File: config.mk
export PLATFORM = sky130hd
export DESIGN_NAME = vscale_dmem_bridge
export DESIGN_NICKNAME = d
export VERILOG_FILES = /design/src/rtl/vscale_dmem_bridge.sv
export SDC_FILE = /design/constraint.sdc
export NUM_CORES = 1
export LEC_CHECK = 0
export ABC_AREA = 0
export ABC_CLOCK_PERIOD_IN_PS = 4200
export BUFFER_PORTS_ARGS = -buffer_cell sky130_fd_sc_hd__buf_2
export CAP_MARGIN = 20
export CORE_UTILIZATION = 43
export DETAILED_ROUTE_END_ITERATION = 10
export PLACE_DENSITY_LB_ADDON = 0.05
export SETUP_SLACK_MARGIN = 0.15
export SYNTH_ARGS = -nofsm -noshare
export SYNTH_HDL_FRONTEND = slang
export SYNTH_SLANG_ARGS = --single-unit
File: constraint.sdc
create_clock -name clk -period 4.2 [get_ports clk]
set_clock_uncertainty 0.1 [all_clocks]
set_input_delay 0.84 -clock clk [delete_from_list [all_inputs] [get_ports clk]]
set_output_delay 0.84 -clock clk [all_outputs]
set_load 0.02 [all_outputs]
File: src/rtl/vscale_dmem_bridge.sv
// vscale_dmem_bridge
//   Bridge between the vscale pipeline data-memory port and the core_top
//   d_req_* / d_ack_* request/acknowledge bus. It captures the address
//   phase, merges in the store data that arrives one cycle later, and holds
//   the bus request until it is acknowledged. Misaligned or illegal accesses
//   and bus timeouts produce a one-cycle core_badmem_e pulse and bump a
//   saturating error counter.
//
// Ports
//   clk, reset            clock, asynchronous active-high reset
//   core_en/wen/size/addr pipeline address phase
//   core_wdata_delayed    store data, valid the cycle after acceptance
//   core_wait             pipeline stall while a request is outstanding
//   core_rdata            load data (held between loads)
//   core_badmem_e         one-cycle error pulse
//   d_req_val/addr/cop/wdata/size   bus request
//   d_req_ack, d_ack_rdata          bus acknowledge and read data
//   err_count             saturating error count
module vscale_dmem_bridge #(
    parameter int ADDR_WIDTH  = 32,
    parameter int DATA_WIDTH  = 32,
    parameter int TIMEOUT     = 256,
    parameter int CHECK_ALIGN = 1
) (
    input  logic                  clk,
    input  logic                  reset,
    input  logic                  core_en,
    input  logic                  core_wen,
    input  logic [2:0]            core_size,
    input  logic [ADDR_WIDTH-1:0] core_addr,
    input  logic [DATA_WIDTH-1:0] core_wdata_delayed,
    output logic                  core_wait,
    output logic [DATA_WIDTH-1:0] core_rdata,
    output logic                  core_badmem_e,
    output logic                  d_req_val,
    output logic [ADDR_WIDTH-1:0] d_req_addr,
    output logic [2:0]            d_req_cop,
    output logic [DATA_WIDTH-1:0] d_req_wdata,
    output logic [2:0]            d_req_size,
    input  logic                  d_req_ack,
    input  logic [DATA_WIDTH-1:0] d_ack_rdata,
    output logic [15:0]           err_count
);

    localparam int TW = (TIMEOUT > 1) ? $clog2(TIMEOUT) : 1;

    typedef enum logic [1:0] {
        IDLE = 2'd0,
        REQ  = 2'd1,
        ERR  = 2'd2
    } state_t;

    state_t                state_q, state_d;
    logic [ADDR_WIDTH-1:0] addr_q, addr_d;
    logic                  wen_q, wen_d;
    logic [2:0]            size_q, size_d;
    logic [DATA_WIDTH-1:0] wdata_q, wdata_d;
    logic [DATA_WIDTH-1:0] rdata_q, rdata_d;
    logic                  first_q, first_d;
    logic [TW-1:0]         tmo_q, tmo_d;
    logic [15:0]           err_count_q, err_count_d;

    logic accept;
    logic misaligned;
    logic illegal;
    logic bad_cmd;
    logic timeout_hit;
    logic read_ack;

    always_comb begin
        // Alignment check on the incoming command; size[1:0] is log2(bytes).
        misaligned = 1'b0;
        case (core_size[1:0])
            2'd0:    misaligned = 1'b0;
            2'd1:    misaligned = core_addr[0];
            2'd2:    misaligned = |core_addr[1:0];
            default: misaligned = |core_addr[2:0];
        endcase
        if (CHECK_ALIGN == 0) begin
            misaligned = 1'b0;
        end
        illegal = (core_size[1:0] == 2'd3) && (DATA_WIDTH == 32);
        bad_cmd = misaligned || illegal;

        // Back-to-back: a command may be taken in the ack cycle of the previous one.
        accept      = core_en && ((state_q == IDLE) || ((state_q == REQ) && d_req_ack));
        timeout_hit = (TIMEOUT > 0) && (tmo_q == TW'(TIMEOUT - 1));
        read_ack    = (state_q == REQ) && d_req_ack && !wen_q;

        state_d     = state_q;
        addr_d      = addr_q;
        wen_d       = wen_q;
        size_d      = size_q;
        wdata_d     = wdata_q;
        rdata_d     = rdata_q;
        first_d     = 1'b0;
        tmo_d       = tmo_q;
        err_count_d = err_count_q;

        case (state_q)
            IDLE: begin
                tmo_d = '0;
                if (accept) begin
                    state_d = bad_cmd ? ERR : REQ;
                end
            end
            REQ: begin
                if (d_req_ack) begin
                    tmo_d   = '0;
                    state_d = accept ? (bad_cmd ? ERR : REQ) : IDLE;
                end else if (timeout_hit) begin
                    tmo_d   = '0;
                    state_d = ERR;
                end else begin
                    tmo_d = tmo_q + TW'(1);
                end
            end
            ERR: begin
                state_d = IDLE;
                rdata_d = '0;
                if (err_count_q != 16'hFFFF) begin
                    err_count_d = err_count_q + 16'd1;
                end
            end
            default: state_d = IDLE;
        endcase

        if (accept) begin
            addr_d  = core_addr;
            wen_d   = core_wen;
            size_d  = core_size;
            first_d = !bad_cmd;
        end

        // Store data lands during the first REQ cycle.
        if (first_q) begin
            wdata_d = core_wdata_delayed;
        end

        if (read_ack) begin
            rdata_d = d_ack_rdata;
        end
    end

    always_ff @(posedge clk or posedge reset) begin
        if (reset) begin
            state_q     <= IDLE;
            addr_q      <= '0;
            wen_q       <= 1'b0;
            size_q      <= '0;
            wdata_q     <= '0;
            rdata_q     <= '0;
            first_q     <= 1'b0;
            tmo_q       <= '0;
            err_count_q <= '0;
        end else begin
            state_q     <= state_d;
            addr_q      <= addr_d;
            wen_q       <= wen_d;
            size_q      <= size_d;
            wdata_q     <= wdata_d;
            rdata_q     <= rdata_d;
            first_q     <= first_d;
            tmo_q       <= tmo_d;
            err_count_q <= err_count_d;
        end
    end

    assign d_req_val     = (state_q == REQ);
    assign d_req_addr    = addr_q;
    assign d_req_cop     = {2'b00, wen_q};
    assign d_req_size    = size_q;
    // In the first REQ cycle the store data is still on the input, so forward
    // it; an immediate ack then sees valid write data.
    assign d_req_wdata   = first_q ? core_wdata_delayed : wdata_q;
    assign core_wait     = (state_q == REQ) && !d_req_ack;
    assign core_badmem_e = (state_q == ERR);
    assign core_rdata    = (state_q == ERR) ? '0 :
                           read_ack         ? d_ack_rdata : rdata_q;
    assign err_count     = err_count_q;

endmodule

======== Yosys cells after proc, flatten, opt, wreduce, memory -nomap -nowiden ========
Cells that the tools add are included.
cells by class
  add/sub/neg operators ................... 2
  eq/ne operators ......................... 9
  reduce and logical (&&, ||, !) cells .... 17
  muxes and demuxes ....................... 16
operators with widths
  cell                     number
  $mux W32                 5
  $add A16 B1 Y16 const B  1
  $mux W8                  2
  $ne A16 B16 Y1 const B   1
  $pmux W8 S2              1
  $mux W2                  5
  $add A8 B1 Y8 const B    1
  $eq A8 B8 Y1 const B     1
  $eq A2 B2 Y1 const B     3
  $eq A2 B1 Y1 const B     2
  $logic_and A1 B1 Y1      4
  $logic_not A2 Y1         2
  $pmux W2 S2              1
  $reduce_and A2 Y1        2
  $reduce_bool A2 Y1       2
  $logic_not A1 Y1         3
  $ne A3 B1 Y1 const B     1
  $pmux W1 S3              1
  $reduce_or A3 Y1         1
  $logic_or A1 B1 Y1       2
  $ne A2 B2 Y1 const B     1
  $reduce_or A2 Y1         1
  $mux W1                  1
word-level totals
  flip-flop bits (word level) ............. 127
  output and inout bits ................... 121
  bits of input ports ..................... 104
  logic and storage cells ................. 53

======== Logic depth before layout (Yosys ltp) ========
  word-level depth ........................ 7
  mapped depth ............................ 7
  gate-level depth less buffers ........... 5

======== Worst setup path before layout ========
OpenSTA, ideal clock, no wires.
  path kind ............................... input -> output
  start ................................... in d_req_ack
  end ..................................... out core_rdata[0]
  stages on the path ...................... 5
  buffers on the path ..................... 3
  required time ........................... 3.260 ns
  arrival time ............................ 1.909 ns
  setup slack ............................. 1.351 ns
  cells stage by stage .................... and3b_1 buf_2 buf_6 buf_4 o21ai_0
on the way
  word-level cells in the longest chain between the ends .. 4
ends and longest elaborated chain
  item                               line  text
  start, declared                    40    input logic d_req_ack,
  $logic_and A1 B1 Y1 (2 in series)  88    read_ack = (state_q == REQ) && d_req_ack && !wen_q;
  $mux W32                           179   read_ack ? d_ack_rdata : rdata_q;
  $mux W32                           178   assign core_rdata = (state_q == ERR) ? '0 :
  end, declared                      33    output logic [DATA_WIDTH-1:0] core_rdata,
Every way passes these cells.

======== Worst setup path after layout ========
  start ................................... reg state_q[1]
  end ..................................... out core_rdata[30]
on the way
  word-level cells in the longest chain between the ends .. 5
  elaborated cells between the ends (all ways) .. 6
  those cells by class .................... 2 x eq/ne; 2 x mux; 2 x reduce/logical
ends and longest elaborated chain
  item                               line  text
  start, declared                    53    state_t state_q, state_d;
  start signal, assigned             157   state_q <= state_d;
  $eq A2 B1 Y1                       88
  $logic_and A1 B1 Y1 (2 in series)  88
  $mux W32                           179
  $mux W32 *                         178
Mark *: on every way between the ends. The rest lies on a longest branch, timed or not.

==> insert_results.sql <==
INSERT INTO impl_metrics (metric_group, metric, value, unit) VALUES
('worst_setup_path', 'crit_path_dat', '2.60', 'ns'),
('worst_setup_path', 'worst_setup_path_start_kind', 'flop', ''),
('worst_setup_path', 'cp.required', '3.26', 'ns'),
('route', 'ant_nets', '0', ''),
('route', 'drt-vias-per-instance', '4.849', ''),
('worst_setup_path', 'worst-path-max-fanout', '58', ''),
('final_layout', 'diodes', '0', ''),
('placed_design', 'place.detailed.hpwl', '8.892', 'mm'),
('placed_design', 'gp_congestion', '0.7764', ''),
('synthesis', 'post_synth_main_area_contributors', 'dfrtp_1 58%, mux2_2 13%, o21ai_0 6.7%', ''),
('synthesis', 'synthDistinctLibCells', '45', ''),
('global_route', 'vias_in_the_first_global_route', '4077', ''),
('floorplanning', 'fp-row-count', '40', ''),
('pwr', 'power.ir.vdd_worst', '346.8', 'uV'),
('route', 'iter_0_drt_violations', '191', ''),
('clocking', 'clkTransAtPathRegs', '0.05', 'ns'),
('synthesis', 'synth-seq-cells', '127', ''),
('synthesis', 'yosys_warnings', '0', ''),
('final_layout', 'nFillCells', '1046', ''),
('global_route', 'grt_overflow_total', '0', ''),
('sta', 'final-max-slew-violation-count', '0', ''),
('floorplanning', 'die_w', '114.5', 'um'),
('run', 'drv_cap', '0', ''),
('synthesis', 'edff_count_synth', '0', ''),
('global_route', 'number_of_antenna_violations_at_the_first_check_in_global_routing', '0', ''),
('clocking', 'htree_levels', '4', ''),
('synthesis', 'syn_area_per_cell', '11.95', 'sq um'),
('min_path', 'worstHoldPathType', 'reg -> reg', ''),
('clocking', 'clock_root_buffer', 'clkbuf_16', ''),
('route', 'routed_wirelength', '12.25', 'mm'),
('sta', 'tightest_slew', '0.7814', 'ns'),
('pwr', 'totalPowerFinal', '4356', 'uW'),
('sta', 'hold_viol', '0', ''),
('status', 'outcome', 'complete, no violations', ''),
('floorplanning', 'die_area', '13100', 'sq um'),
('synthesis', 'proportion_of_netlist_area_held_by_the_largest_area_contributor', '58.43', '%'),
('final_layout', 'layoutNonFillerInstCount', '856', ''),
('floorplanning', 'coreArea', '12160', 'sq um'),
('global_route', 'maximum_number_of_pins_on_one_net_before_global_route_repair', '59', ''),
('sta', 'grt_setup_unrepaired', 'no', ''),
('synthesis', 'ys.flop_type', 'dfrtp_1', ''),
('global_route', 'grt.total_usage', '19.78', '%'),
('placed_design', 'placement.io_buffers', '222', ''),
('global_route', 'grt_pass1_wl', '19.82', 'mm'),
('worst_setup_path', 'slowest_delay', '0.73', 'ns'),
('floorplanning', 'io_pins', '225', ''),
('synthesis', 'cell_type_contributing_the_most_total_cell_area_after_synthesis', 'dfrtp_1', ''),
('final_layout', 'fin_area', '7259', 'sq um'),
('worst_setup_path', 'crit_chain', 'nor2b_1 -> and3b_2 -> buf_4 -> nand2_1 -> o21ai_0 -> buf_2', ''),
('final_layout', 'synthToLayoutAreaGrowth', '33.47', '%'),
('sta', 'setup_total_negative_slack', '0', 'ns'),
('route', 'first_pass_detailed_route_iteration_total', '4', ''),
('clocking', 'cts.sink_count', '127', ''),
('worst_setup_path', 'crit_type', 'reg -> out', ''),
('floorplanning', 'die_height', '114.5', 'um'),
('route', 'routed_wl_per_cell', '14.31', 'um'),
('clocking', 'cts_made_buffers', '17', ''),
('pwr', 'power-per-cell-area', '600.0', 'nW/um^2'),
('final_layout', 'drive_above_1_share', '48.84', '%'),
('sta', 'achievable_clock_frequency', '0.2823', 'GHz'),
('placed_design', 'detailed_place.area', '6655', 'sq um'),
('floorplanning', 'starting_density_of_the_core', '44.72', '%'),
('pwr', 'power.leakage', '0.003614', 'uW'),
('route', 'post-route-drc-count', '0', ''),
('sta', 'whs', '0.3768', 'ns'),
('synthesis', 'syn_inst', '455', ''),
('route', 'via_count', '4151', ''),
('clocking', 'tritoncts_clock_tree', 'yes', ''),
('placed_design', 'placed_cells_incl_taps', '825', ''),
('clocking', 'number_of_buffers_inserted_by_post_cts_setup_repair', '0', ''),
('final_layout', 'fin_nets', '782', '');
[power breakdown]
part           internal [uW]  leakage (uW)  switching [uW]
Sequential              1510       0.00160             129
Combinational            475       0.00172             769
Clock                    978      0.000302             491
Total                   2970       0.00361            1390
[placed cells by master, fill, tap and decap left out, drive strengths merged, types with 2 or more instances in the layout]
master / instances
bufinv: 2
dfrtp: 127
buf: 229
and3: 5
o2111ai: 2
o211ai: 3
nand2b: 3
clkbuf: 26
xnor2: 13
xor2: 3
mux2: 69
nor3: 3
nand2: 76
and2: 5
ha: 2
nand4: 2
nand3: 7
nor4: 4
nor2b: 2
a21oi: 3
o21ai: 75
nor2: 7
clkinv: 4
conb: 2
[logic make-up (layout without fill, tap and decap cells)]
logic type                 Yosys count  count (layout)  synth area share [%]
AOI/OAI and AO/OA                   90              90                 8.995
xor gates and xnor gates            16              16                 2.577
adders and majority gates            2               2                0.4600
buffers and inverters               31             263                 3.496
DFF                                127             127                 58.43
muxes                               69              69                 14.29
other                                1               2               0.06895
and+or+nand+nor                    119             119                 11.69
[flip-flops by register name, summed over array words and instances (netlist names)]
register and flops:
wen_q 1, state_q 2, d_req_size 3, err_count 16, first_q 1, rdata_q 32
wdata_q 32, d_req_addr 32, tmo_q 8
[stage by stage]
| stage | utilization [%] | worst slack, ns |
|---|---|---|
| floorplan | - | 1.351 |
| global placement | 54.72 | 0.9197 |
| detailed placement | 54.72 | 0.8461 |
| CTS | 59.69 | 0.6129 |
| global route | 59.69 | 0.3972 |
| finish | 59.69 | 0.6571 |
[path summary, 6_finish.rpt]
kind / start / end / cells past startpoint
max in group asynchronous: reset / d_req_addr[12] / 3
worst min register to register: err_count[12] / err_count[12] / 1
worst max register to register: state_q[1] / rdata_q[5] / 5
worst max-delay path: state_q[1] / core_rdata[30] / 6
min in group asynchronous: reset / err_count[8] / 2
worst min-delay path: err_count[12] / err_count[12] / 1
[metal layers]
metal / routed length (um) / vias to the layer above / track usage, %
met5: 0 / - / 0
met4: 151 / 0 / 8.918
met3: 874 / 12 / 6.194
met2: 5953 / 149 / 31.80
met1: 5274 / 1976 / 24.49
li1: - / 2014 / -
[synth_stat cells (2+ instances only)]
| master | number |
|---|---|
| and3_1 | 3 |
| nand3_1 | 7 |
| nor4_4 | 3 |
| o21ai_0 | 73 |
| o2111ai_1 | 2 |
| and3_2 | 2 |
| clkbuf_1 | 8 |
| nand2b_1 | 3 |
| xnor2_1 | 13 |
| dfrtp_1 | 127 |
| mux2_1 | 4 |
| inv_1 | 2 |
| buf_2 | 7 |
| buf_4 | 7 |
| nand4_4 | 2 |
| buf_6 | 5 |
| nor2_1 | 7 |
| xor2_1 | 3 |
| a21oi_1 | 3 |
| nand2_1 | 76 |
| ha_1 | 2 |
| and2_1 | 5 |
| nor3_1 | 2 |
| mux2_2 | 65 |
| o211ai_1 | 3 |
| o21ai_1 | 2 |
[worst max-delay path, delay by kind of cell, from the launching register on]
kind                   cells  cell delay, ns
AND/OR/NAND/NOR            3            1.02
buffers and inverters      2            0.56
flip-flops                 1            0.53
AO/OA/AOI/OAI              1            0.08
[area by class of cell]
class                           count  area, sq um  share of cell area (%)
Clock buffer                       26        529.3                   7.291
Clock inverter                      5        75.07                   1.034
Inverter                            3        15.01                  0.2068
Multi-Input combinational cell    298         2076                   28.59
Sequential cell                   127         3178                   43.78
Tap cell                          168        210.2                   2.896
Timing Repair Buffer              229         1176                   16.20
(Power assumes the default switching activity.)
